$ cat config.mk
export PLATFORM = sky130hd
export DESIGN_NAME = nios_sampler_led_sequencer_flat
export DESIGN_NICKNAME = d
export VERILOG_FILES = /design/src/rtl/nios_sampler_led_sequencer_if.sv /design/src/rtl/nios_sampler_led_sequencer.sv /design/src/flat_wrapper.sv
export SDC_FILE = /design/constraint.sdc
export NUM_CORES = 1
export LEC_CHECK = 0
export ABC_CLOCK_PERIOD_IN_PS = 3100
export CORE_ASPECT_RATIO = 1.4
export CORE_UTILIZATION = 56
export DETAILED_ROUTE_END_ITERATION = 8
export PLACE_DENSITY = 0.87
export RECOVER_POWER = 100
export SLEW_MARGIN = 15
export SYNTH_ARGS = -nofsm -noshare
export SYNTH_HDL_FRONTEND = slang
export SYNTH_SLANG_ARGS = --single-unit
$ cat constraint.sdc
create_clock -name clk -period 3.1 [get_ports clk]
set_input_delay 0.62 -clock clk [delete_from_list [all_inputs] [get_ports clk]]
set_output_delay 0.62 -clock clk [all_outputs]
set_load 0.03 [all_outputs]
$ cat src/rtl/nios_sampler_led_sequencer_if.sv
// Avalon-MM bundle for the LED sequencer: CPU-facing slave port plus the PIO master port.
// master = CPU/testbench side, slave = sequencer side.
interface nios_sampler_led_sequencer_if;
   logic [2:0]  address;
   logic        chipselect;
   logic        write_n;
   logic [31:0] writedata;
   logic [31:0] readdata;
   logic [2:0]  pio_address;
   logic        pio_chipselect;
   logic        pio_write_n;
   logic [31:0] pio_writedata;

   modport master (
      output address, chipselect, write_n, writedata,
      input  readdata, pio_address, pio_chipselect, pio_write_n, pio_writedata
   );

   modport slave (
      input  address, chipselect, write_n, writedata,
      output readdata, pio_address, pio_chipselect, pio_write_n, pio_writedata
   );
endinterface

$ cat src/rtl/nios_sampler_led_sequencer.sv
// Autonomous LED pattern sequencer: CPU loads a table and step period, the block replays
// it to the green-LED PIO data register; direct CPU LED writes pass through while idle.
module nios_sampler_led_sequencer #(
   parameter int NUM_STEPS = 8,
   parameter int LED_W     = 8,
   parameter int PERIOD_W  = 24
) (
   input  logic clk,
   input  logic reset_n,
   nios_sampler_led_sequencer_if.slave bus,
   output logic busy
);
   localparam int IW = $clog2(NUM_STEPS);
   localparam int LW = IW + 1;

   typedef enum logic [1:0] {IDLE, LOAD, WAIT} state_t;
   state_t state, state_nxt;

   logic                            run, loop, drop_err;
   logic [PERIOD_W-1:0]             period, cnt, eff_period;
   logic [LW-1:0]                   length, eff_length, step_inc;
   logic [IW-1:0]                   index, step;
   logic [NUM_STEPS-1:0][LED_W-1:0] tbl;
   logic                            dir_vld;
   logic [LED_W-1:0]                dir_data, led_q, pat;
   logic                            wr, wr_ctrl, run_rise, run_stop, adv, last;
   logic                            unused;

   assign unused   = ^bus.writedata;
   assign wr       = bus.chipselect && !bus.write_n;
   assign wr_ctrl  = wr && (bus.address == 3'd0);
   assign run_rise = wr_ctrl && bus.writedata[0] && !run;
   assign run_stop = wr_ctrl && !bus.writedata[0];

   assign eff_period = (period == '0) ? PERIOD_W'(1) : period;
   assign eff_length = (length == '0 || length > LW'(NUM_STEPS)) ? LW'(NUM_STEPS) : length;
   assign step_inc   = {1'b0, step} + LW'(1);
   assign last       = step_inc >= eff_length;
   // A one-clock period skips WAIT entirely so steps land on consecutive cycles.
   assign adv = (state == LOAD && eff_period == PERIOD_W'(1)) ||
                (state == WAIT && cnt <= PERIOD_W'(1));

   always_ff @(posedge clk or negedge reset_n) begin
      if (!reset_n) state <= IDLE;
      else          state <= state_nxt;
   end

   always_comb begin
      state_nxt = state;
      case (state)
         IDLE: if (run_rise) state_nxt = LOAD;
         LOAD, WAIT: begin
            if (run_stop)  state_nxt = IDLE;
            else if (adv)  state_nxt = (last && !loop) ? IDLE : LOAD;
            else           state_nxt = WAIT;
         end
         default: state_nxt = IDLE;
      endcase
   end

   always_comb begin
      busy = (state != IDLE);
      pat  = led_q;
      if (state == LOAD)  pat = tbl[step];
      else if (dir_vld)   pat = dir_data;
      bus.pio_chipselect = (state == LOAD) || dir_vld;
      bus.pio_write_n    = !bus.pio_chipselect;
      bus.pio_address    = 3'd0;
      bus.pio_writedata  = 32'(pat);
   end

   always_ff @(posedge clk or negedge reset_n) begin
      if (!reset_n) begin
         run      <= 1'b0;
         loop     <= 1'b0;
         drop_err <= 1'b0;
         period   <= '0;
         length   <= '0;
         index    <= '0;
         step     <= '0;
         cnt      <= '0;
         tbl      <= '0;
         dir_vld  <= 1'b0;
         dir_data <= '0;
         led_q    <= '0;
      end else begin
         if (wr_ctrl) begin
            run  <= bus.writedata[0];
            loop <= bus.writedata[1];
         end else if (busy && adv && last && !loop) begin
            run <= 1'b0;
         end

         if (state == IDLE) begin
            if (run_rise) step <= '0;
         end else if (adv && !run_stop) begin
            step <= last ? '0 : step + 1'b1;
         end

         // Counter loads only in LOAD, so PERIOD writes mid-WAIT wait for the next step.
         if (state == LOAD)                  cnt <= eff_period - PERIOD_W'(1);
         else if (state == WAIT && cnt != 0) cnt <= cnt - PERIOD_W'(1);

         if (wr && bus.address == 3'd1) period <= bus.writedata[PERIOD_W-1:0];
         if (wr && bus.address == 3'd2) length <= bus.writedata[LW-1:0];
         if (wr && bus.address == 3'd3 && bus.writedata[1]) drop_err <= 1'b0;
         if (wr && bus.address == 3'd4) index <= bus.writedata[IW-1:0];
         if (wr && bus.address == 3'd5) begin
            tbl[index] <= bus.writedata[LED_W-1:0];
            index      <= index + 1'b1;
         end

         dir_vld <= 1'b0;
         if (wr && bus.address == 3'd6) begin
            if (busy) begin
               drop_err <= 1'b1;
            end else begin
               dir_vld  <= 1'b1;
               dir_data <= bus.writedata[LED_W-1:0];
            end
         end

         if (bus.pio_chipselect) led_q <= pat;
      end
   end

   always_comb begin
      bus.readdata = '0;
      case (bus.address)
         3'd0: bus.readdata = {30'd0, loop, run};
         3'd1: bus.readdata = 32'(period);
         3'd2: bus.readdata = 32'(length);
         3'd3: bus.readdata = 32'({4'(step), 2'b00, drop_err, busy});
         3'd4: bus.readdata = 32'(index);
         3'd5: bus.readdata = 32'(tbl[index]);
         default: bus.readdata = '0;
      endcase
   end
endmodule
$ cat src/flat_wrapper.sv
// flat-port wrapper written by rule: the top's interface ports become plain ports
module nios_sampler_led_sequencer_flat 
#(
   parameter int NUM_STEPS = 8,
   parameter int LED_W     = 8,
   parameter int PERIOD_W  = 24
)
  (clk, reset_n, busy, bus_address, bus_chipselect, bus_write_n, bus_writedata, bus_readdata, bus_pio_address, bus_pio_chipselect, bus_pio_write_n, bus_pio_writedata);
  nios_sampler_led_sequencer_if bus_i ();
  input  logic clk;
  input  logic reset_n;
  output logic busy;
  input wire logic [$bits(bus_i.address)-1:0] bus_address;
  input wire logic [$bits(bus_i.chipselect)-1:0] bus_chipselect;
  input wire logic [$bits(bus_i.write_n)-1:0] bus_write_n;
  input wire logic [$bits(bus_i.writedata)-1:0] bus_writedata;
  output wire logic [$bits(bus_i.readdata)-1:0] bus_readdata;
  output wire logic [$bits(bus_i.pio_address)-1:0] bus_pio_address;
  output wire logic [$bits(bus_i.pio_chipselect)-1:0] bus_pio_chipselect;
  output wire logic [$bits(bus_i.pio_write_n)-1:0] bus_pio_write_n;
  output wire logic [$bits(bus_i.pio_writedata)-1:0] bus_pio_writedata;
  assign bus_i.address = bus_address;
  assign bus_i.chipselect = bus_chipselect;
  assign bus_i.write_n = bus_write_n;
  assign bus_i.writedata = bus_writedata;
  assign bus_readdata = bus_i.readdata;
  assign bus_pio_address = bus_i.pio_address;
  assign bus_pio_chipselect = bus_i.pio_chipselect;
  assign bus_pio_write_n = bus_i.pio_write_n;
  assign bus_pio_writedata = bus_i.pio_writedata;
  nios_sampler_led_sequencer #(.NUM_STEPS(NUM_STEPS), .LED_W(LED_W), .PERIOD_W(PERIOD_W)) u_core (.clk(clk), .reset_n(reset_n), .bus(bus_i), .busy(busy));
endmodule
==> impl_metrics.prom <==
# TYPE chip_impl_metric gauge
chip_impl_metric{name="vias",unit=""} 6547
chip_impl_metric{name="synth_seq_area_share",unit="%"} 42.9
chip_impl_metric{name="maximum_capacitance_violations",unit=""} 1
chip_impl_metric{name="clk_transition_reported_paths",unit="ns"} 0.06
chip_impl_metric{name="area_delta_synth_final",unit="%"} 18.1
chip_impl_metric{name="cts_max_path_buffers",unit=""} 2
chip_impl_metric{name="syn-instance-count",unit=""} 726
chip_impl_metric{name="grt_antenna_before_repair",unit=""} 0
chip_impl_metric{name="pin_count_of_the_biggest_net_entering_global_routing",unit=""} 64
chip_impl_metric{name="io_buffers",unit=""} 65
chip_impl_metric{name="clkLatencyLatePin",unit="ns"} 0.43
chip_impl_metric{name="finalCritPeriodShare",unit="%"} 97.9
chip_impl_metric{name="floorplan.initialDensity",unit="%"} 57.7
chip_impl_metric{name="tritoncts.num_buffers",unit=""} 17
chip_impl_metric{name="leakage",unit="nW"} 4.34
chip_impl_info{name="yosys_most_used_dff",value="sky130_fd_sc_hd__dfrtp_1"} 1
chip_impl_metric{name="detailed_route_iter0_violations",unit=""} 504
chip_impl_metric{name="rows",unit=""} 52
chip_impl_info{name="violations",value="capacitance limit, slew limit"} 1
chip_impl_metric{name="setup_violations",unit=""} 0
chip_impl_metric{name="cts_repair_resize_count",unit=""} 13
chip_impl_metric{name="htree_levels",unit=""} 4
chip_impl_info{name="outcome",value="finished with violations"} 1
chip_impl_metric{name="antenna_violating_nets_post_route",unit=""} 0
chip_impl_metric{name="synth.ff_latch_count",unit=""} 144
chip_impl_metric{name="pin_count",unit=""} 109
chip_impl_info{name="hold_class",value="reg -> reg"} 1
chip_impl_metric{name="place.detailed.hpwl",unit="µm"} 15000
chip_impl_metric{name="pwr_density_cell",unit="nW/µm²"} 748
chip_impl_metric{name="final.hold.worst_slack",unit="ns"} 0.516
chip_impl_info{name="worstSetupEndpointType",value="output port"} 1
chip_impl_metric{name="final_period_minus_worst_setup_slack",unit="ns"} 3.03
chip_impl_metric{name="fp.dieArea",unit="µm²"} 15500
chip_impl_metric{name="required_arrival_time_at_the_worst_endpoint",unit="ns"} 2.48
chip_impl_metric{name="finish.net_count",unit=""} 866
chip_impl_metric{name="postCtsSetupBuffers",unit=""} 0
chip_impl_info{name="yosysMostFrequentCell",value="sky130_fd_sc_hd__dfrtp_1"} 1
chip_impl_metric{name="ys_warn_count",unit=""} 0
chip_impl_metric{name="setup-tns-final",unit="ns"} 0
chip_impl_metric{name="syn_avg_cell_area",unit="µm²"} 11.6
chip_impl_metric{name="finalHoldViolCount",unit=""} 0
chip_impl_metric{name="synth_unique_cells",unit=""} 61
chip_impl_metric{name="peakVddDrop",unit="V"} 0.000401
chip_impl_metric{name="clock_sink_count",unit=""} 144
chip_impl_metric{name="globalRouteTotalUtil",unit="%"} 30.3
chip_impl_metric{name="finalWeightedCongestion",unit=""} 0.922
chip_impl_info{name="synth_area_leader_cell",value="sky130_fd_sc_hd__dfrtp_1"} 1
chip_impl_metric{name="route.detailed.vias_per_inst",unit=""} 6.45
chip_impl_metric{name="tightestPinTransition",unit="ns"} 1.60
chip_impl_metric{name="layout-drive-gt1-share",unit="%"} 30.3
chip_impl_metric{name="number_of_drc_violations_after_detailed_routing",unit=""} 0
chip_impl_info{name="synth_common_cells",value="144 x sky130_fd_sc_hd__dfrtp_1, 103 x sky130_fd_sc_hd__mux2_2, 35 x sky130_fd_sc_hd__buf_4"} 1
chip_impl_metric{name="path_max_fanout",unit=""} 21
chip_impl_info{name="crit_path_start_kind",value="register"} 1
chip_impl_info{name="tritoncts_clock_tree",value="built"} 1
chip_impl_metric{name="layout.filler_cells",unit=""} 999
chip_impl_info{name="setup.worst_path.class",value="reg -> out"} 1
chip_impl_metric{name="power.total",unit="mW"} 7.43
chip_impl_metric{name="grt_pass1_wl",unit="µm"} 36200
chip_impl_metric{name="n_antenna_cell",unit=""} 0
chip_impl_metric{name="skew",unit="ns"} 0.0111
chip_impl_info{name="cts-root-buf",value="sky130_fd_sc_hd__clkbuf_16"} 1
chip_impl_info{name="netlist_top_cells_area",value="sky130_fd_sc_hd__dfrtp_1 43%, sky130_fd_sc_hd__mux2_2 14%, sky130_fd_sc_hd__mux4_2 8.8%"} 1
chip_impl_metric{name="report.final.slew_viol_count",unit=""} 64
chip_impl_metric{name="die_x",unit="µm"} 106
chip_impl_metric{name="post_layout_nonfiller_instances",unit=""} 1015
chip_impl_metric{name="max_clock_freq",unit="MHz"} 330
chip_impl_metric{name="fp.dieH",unit="µm"} 147
chip_impl_metric{name="vias_in_the_first_global_route",unit=""} 6838
chip_impl_metric{name="totalWireLength",unit="µm"} 22300
chip_impl_metric{name="relSlewSlack",unit="%"} -6.34
chip_impl_metric{name="drt_pre_antenna_iters",unit=""} 6
chip_impl_metric{name="number_of_hold_buffers_added_after_cts",unit=""} 0
chip_impl_metric{name="floorplan.core_area",unit="µm²"} 14600
chip_impl_metric{name="number_of_enable_flip_flop_cells_after_synthesis",unit=""} 0
chip_impl_metric{name="overflow",unit=""} 0
chip_impl_metric{name="yosysTopAreaCellShare",unit="%"} 42.9
chip_impl_metric{name="critical_path_arrival",unit="ns"} 2.41
chip_impl_metric{name="summed_instance_area_of_the_synthesized_netlist",unit="µm²"} 8410
chip_impl_metric{name="synth_async_sr_flop_share",unit="%"} 100
chip_impl_metric{name="post-place-cells",unit=""} 983
chip_impl_metric{name="post_drt_wl_per_cell",unit="µm"} 22.0
[kinds of logic after synthesis]
kind of cell | Yosys count | synth area share, %
flip-flops | 144 | 42.9
other | 1 | 0.0446
adder cells (fa/ha/maj) | 14 | 2.08
XOR/XNOR | 37 | 3.85
multiplexers | 170 | 26.7
AND/OR/NAND/NOR | 182 | 12.2
AO/OA/AOI/OAI | 86 | 6.49
buffers and inverters | 92 | 5.74
[metrics by stage]
step	instance area [µm²]	worst slack, ns	utilization [%]
after global placement	9380	0.0973	64.4
final	9930	0.0658	68.2
after global routing	9930	-0.0268	68.2
after detailed placement	9380	-0.0421	64.4
after floorplan	8540	0.191	-
after CTS	9990	0.0297	68.6
[power by group]
| group | internal (mW) | switching, mW | total, mW | leakage, nW |
|---|---|---|---|---|
| clock | 1.21 | 0.890 | 2.10 | 0.289 |
| sequential | 2.38 | 0.473 | 2.85 | 1.86 |
| combinational | 1.15 | 1.32 | 2.47 | 2.19 |
| total | 4.75 | 2.68 | 7.43 | 4.34 |
[layout by cell type (no fill, tap or decap), types with 5 or more instances in the layout]
| cell | instances |
|---|---|
| sky130_fd_sc_hd__buf_4 | 54 |
| sky130_fd_sc_hd__nor2_1 | 30 |
| sky130_fd_sc_hd__clkbuf_1 | 9 |
| sky130_fd_sc_hd__a211oi_1 | 9 |
| sky130_fd_sc_hd__clkdlybuf4s50_1 | 31 |
| sky130_fd_sc_hd__ha_1 | 13 |
| sky130_fd_sc_hd__xor2_1 | 15 |
| sky130_fd_sc_hd__clkbuf_16 | 17 |
| sky130_fd_sc_hd__conb_1 | 35 |
| sky130_fd_sc_hd__dlygate4sd2_1 | 9 |
| sky130_fd_sc_hd__nand2b_1 | 11 |
| sky130_fd_sc_hd__mux2i_1 | 30 |
| sky130_fd_sc_hd__nor4_1 | 12 |
| sky130_fd_sc_hd__nand2_1 | 28 |
| sky130_fd_sc_hd__nor2b_1 | 15 |
| sky130_fd_sc_hd__mux2_2 | 102 |
| sky130_fd_sc_hd__mux4_2 | 33 |
| sky130_fd_sc_hd__buf_12 | 6 |
| sky130_fd_sc_hd__xnor2_1 | 22 |
| sky130_fd_sc_hd__o21ai_0 | 15 |
| sky130_fd_sc_hd__dfrtp_1 | 143 |
| sky130_fd_sc_hd__or3_1 | 9 |
| sky130_fd_sc_hd__nor3_1 | 23 |
| sky130_fd_sc_hd__nand3_1 | 5 |
| sky130_fd_sc_hd__inv_1 | 12 |
| sky130_fd_sc_hd__or4_1 | 6 |
| sky130_fd_sc_hd__a21oi_1 | 28 |
| sky130_fd_sc_hd__and3_1 | 17 |
[critical path, stage by stage, from the launching register on]
cell                            delay (ns)
sky130_fd_sc_hd__dfrtp_1              0.37
sky130_fd_sc_hd__buf_12               0.21
sky130_fd_sc_hd__mux4_2               0.57
sky130_fd_sc_hd__mux2i_2              0.29
sky130_fd_sc_hd__a21oi_1              0.16
sky130_fd_sc_hd__dlygate4sd2_1        0.38
[per-layer routing]
metal / part of all wire (%) / track usage [%] / up-vias
met1: 36 / 35.1 / 3332
met5: 0 / 0 / -
li1: - / - / 2757
met2: 52 / 51.5 / 349
met3: 6.1 / 5.94 / 109
met4: 5.6 / 19.3 / 0
[registers in the layout, indices dropped and copies added (netlist names)]
signal,count
u_core.cnt,24
u_core.index,3
u_core.loop,1
u_core.dir_vld,1
u_core.period,24
u_core.length,4
u_core.dir_data,8
u_core.state,2
u_core.led_q,8
u_core.step,3
u_core.tbl,64
u_core.drop_err,1
u_core.run,1
[worst paths after layout]
check / from / to / slack, ns / cells after the start
max: u_core.step[0]$_DFFE_PN0P_ / bus_pio_writedata[1] / 0.07 / 5
min: u_core.dir_data[6]$_DFFE_PN0P_ / u_core.dir_data[6]$_DFFE_PN0P_ / 0.52 / 1
max reg2reg: u_core.period[22]$_DFFE_PN0P_ / u_core.step[0]$_DFFE_PN0P_ / 0.11 / 9
min reg2reg: u_core.dir_data[6]$_DFFE_PN0P_ / u_core.dir_data[6]$_DFFE_PN0P_ / 0.52 / 1
max in group asynchronous: reset_n / u_core.period[18]$_DFFE_PN0P_ / 0.52 / 2
min in group asynchronous: reset_n / u_core.tbl[39]$_DFFE_PN0P_ / 0.57 / 1
[cell type report]
class	count	area, µm²	share of cell area (%)
well taps	189	236	2.38
repair buffers	114	973	9.80
clock inverters	15	178	1.79
inverters	12	45.0	0.453
flip-flops and latches	144	3600	36.3
multi-input cells	524	4470	45.0
clock buffers	17	425	4.28
No activity file was read; power rests on OpenSTA's default activity.
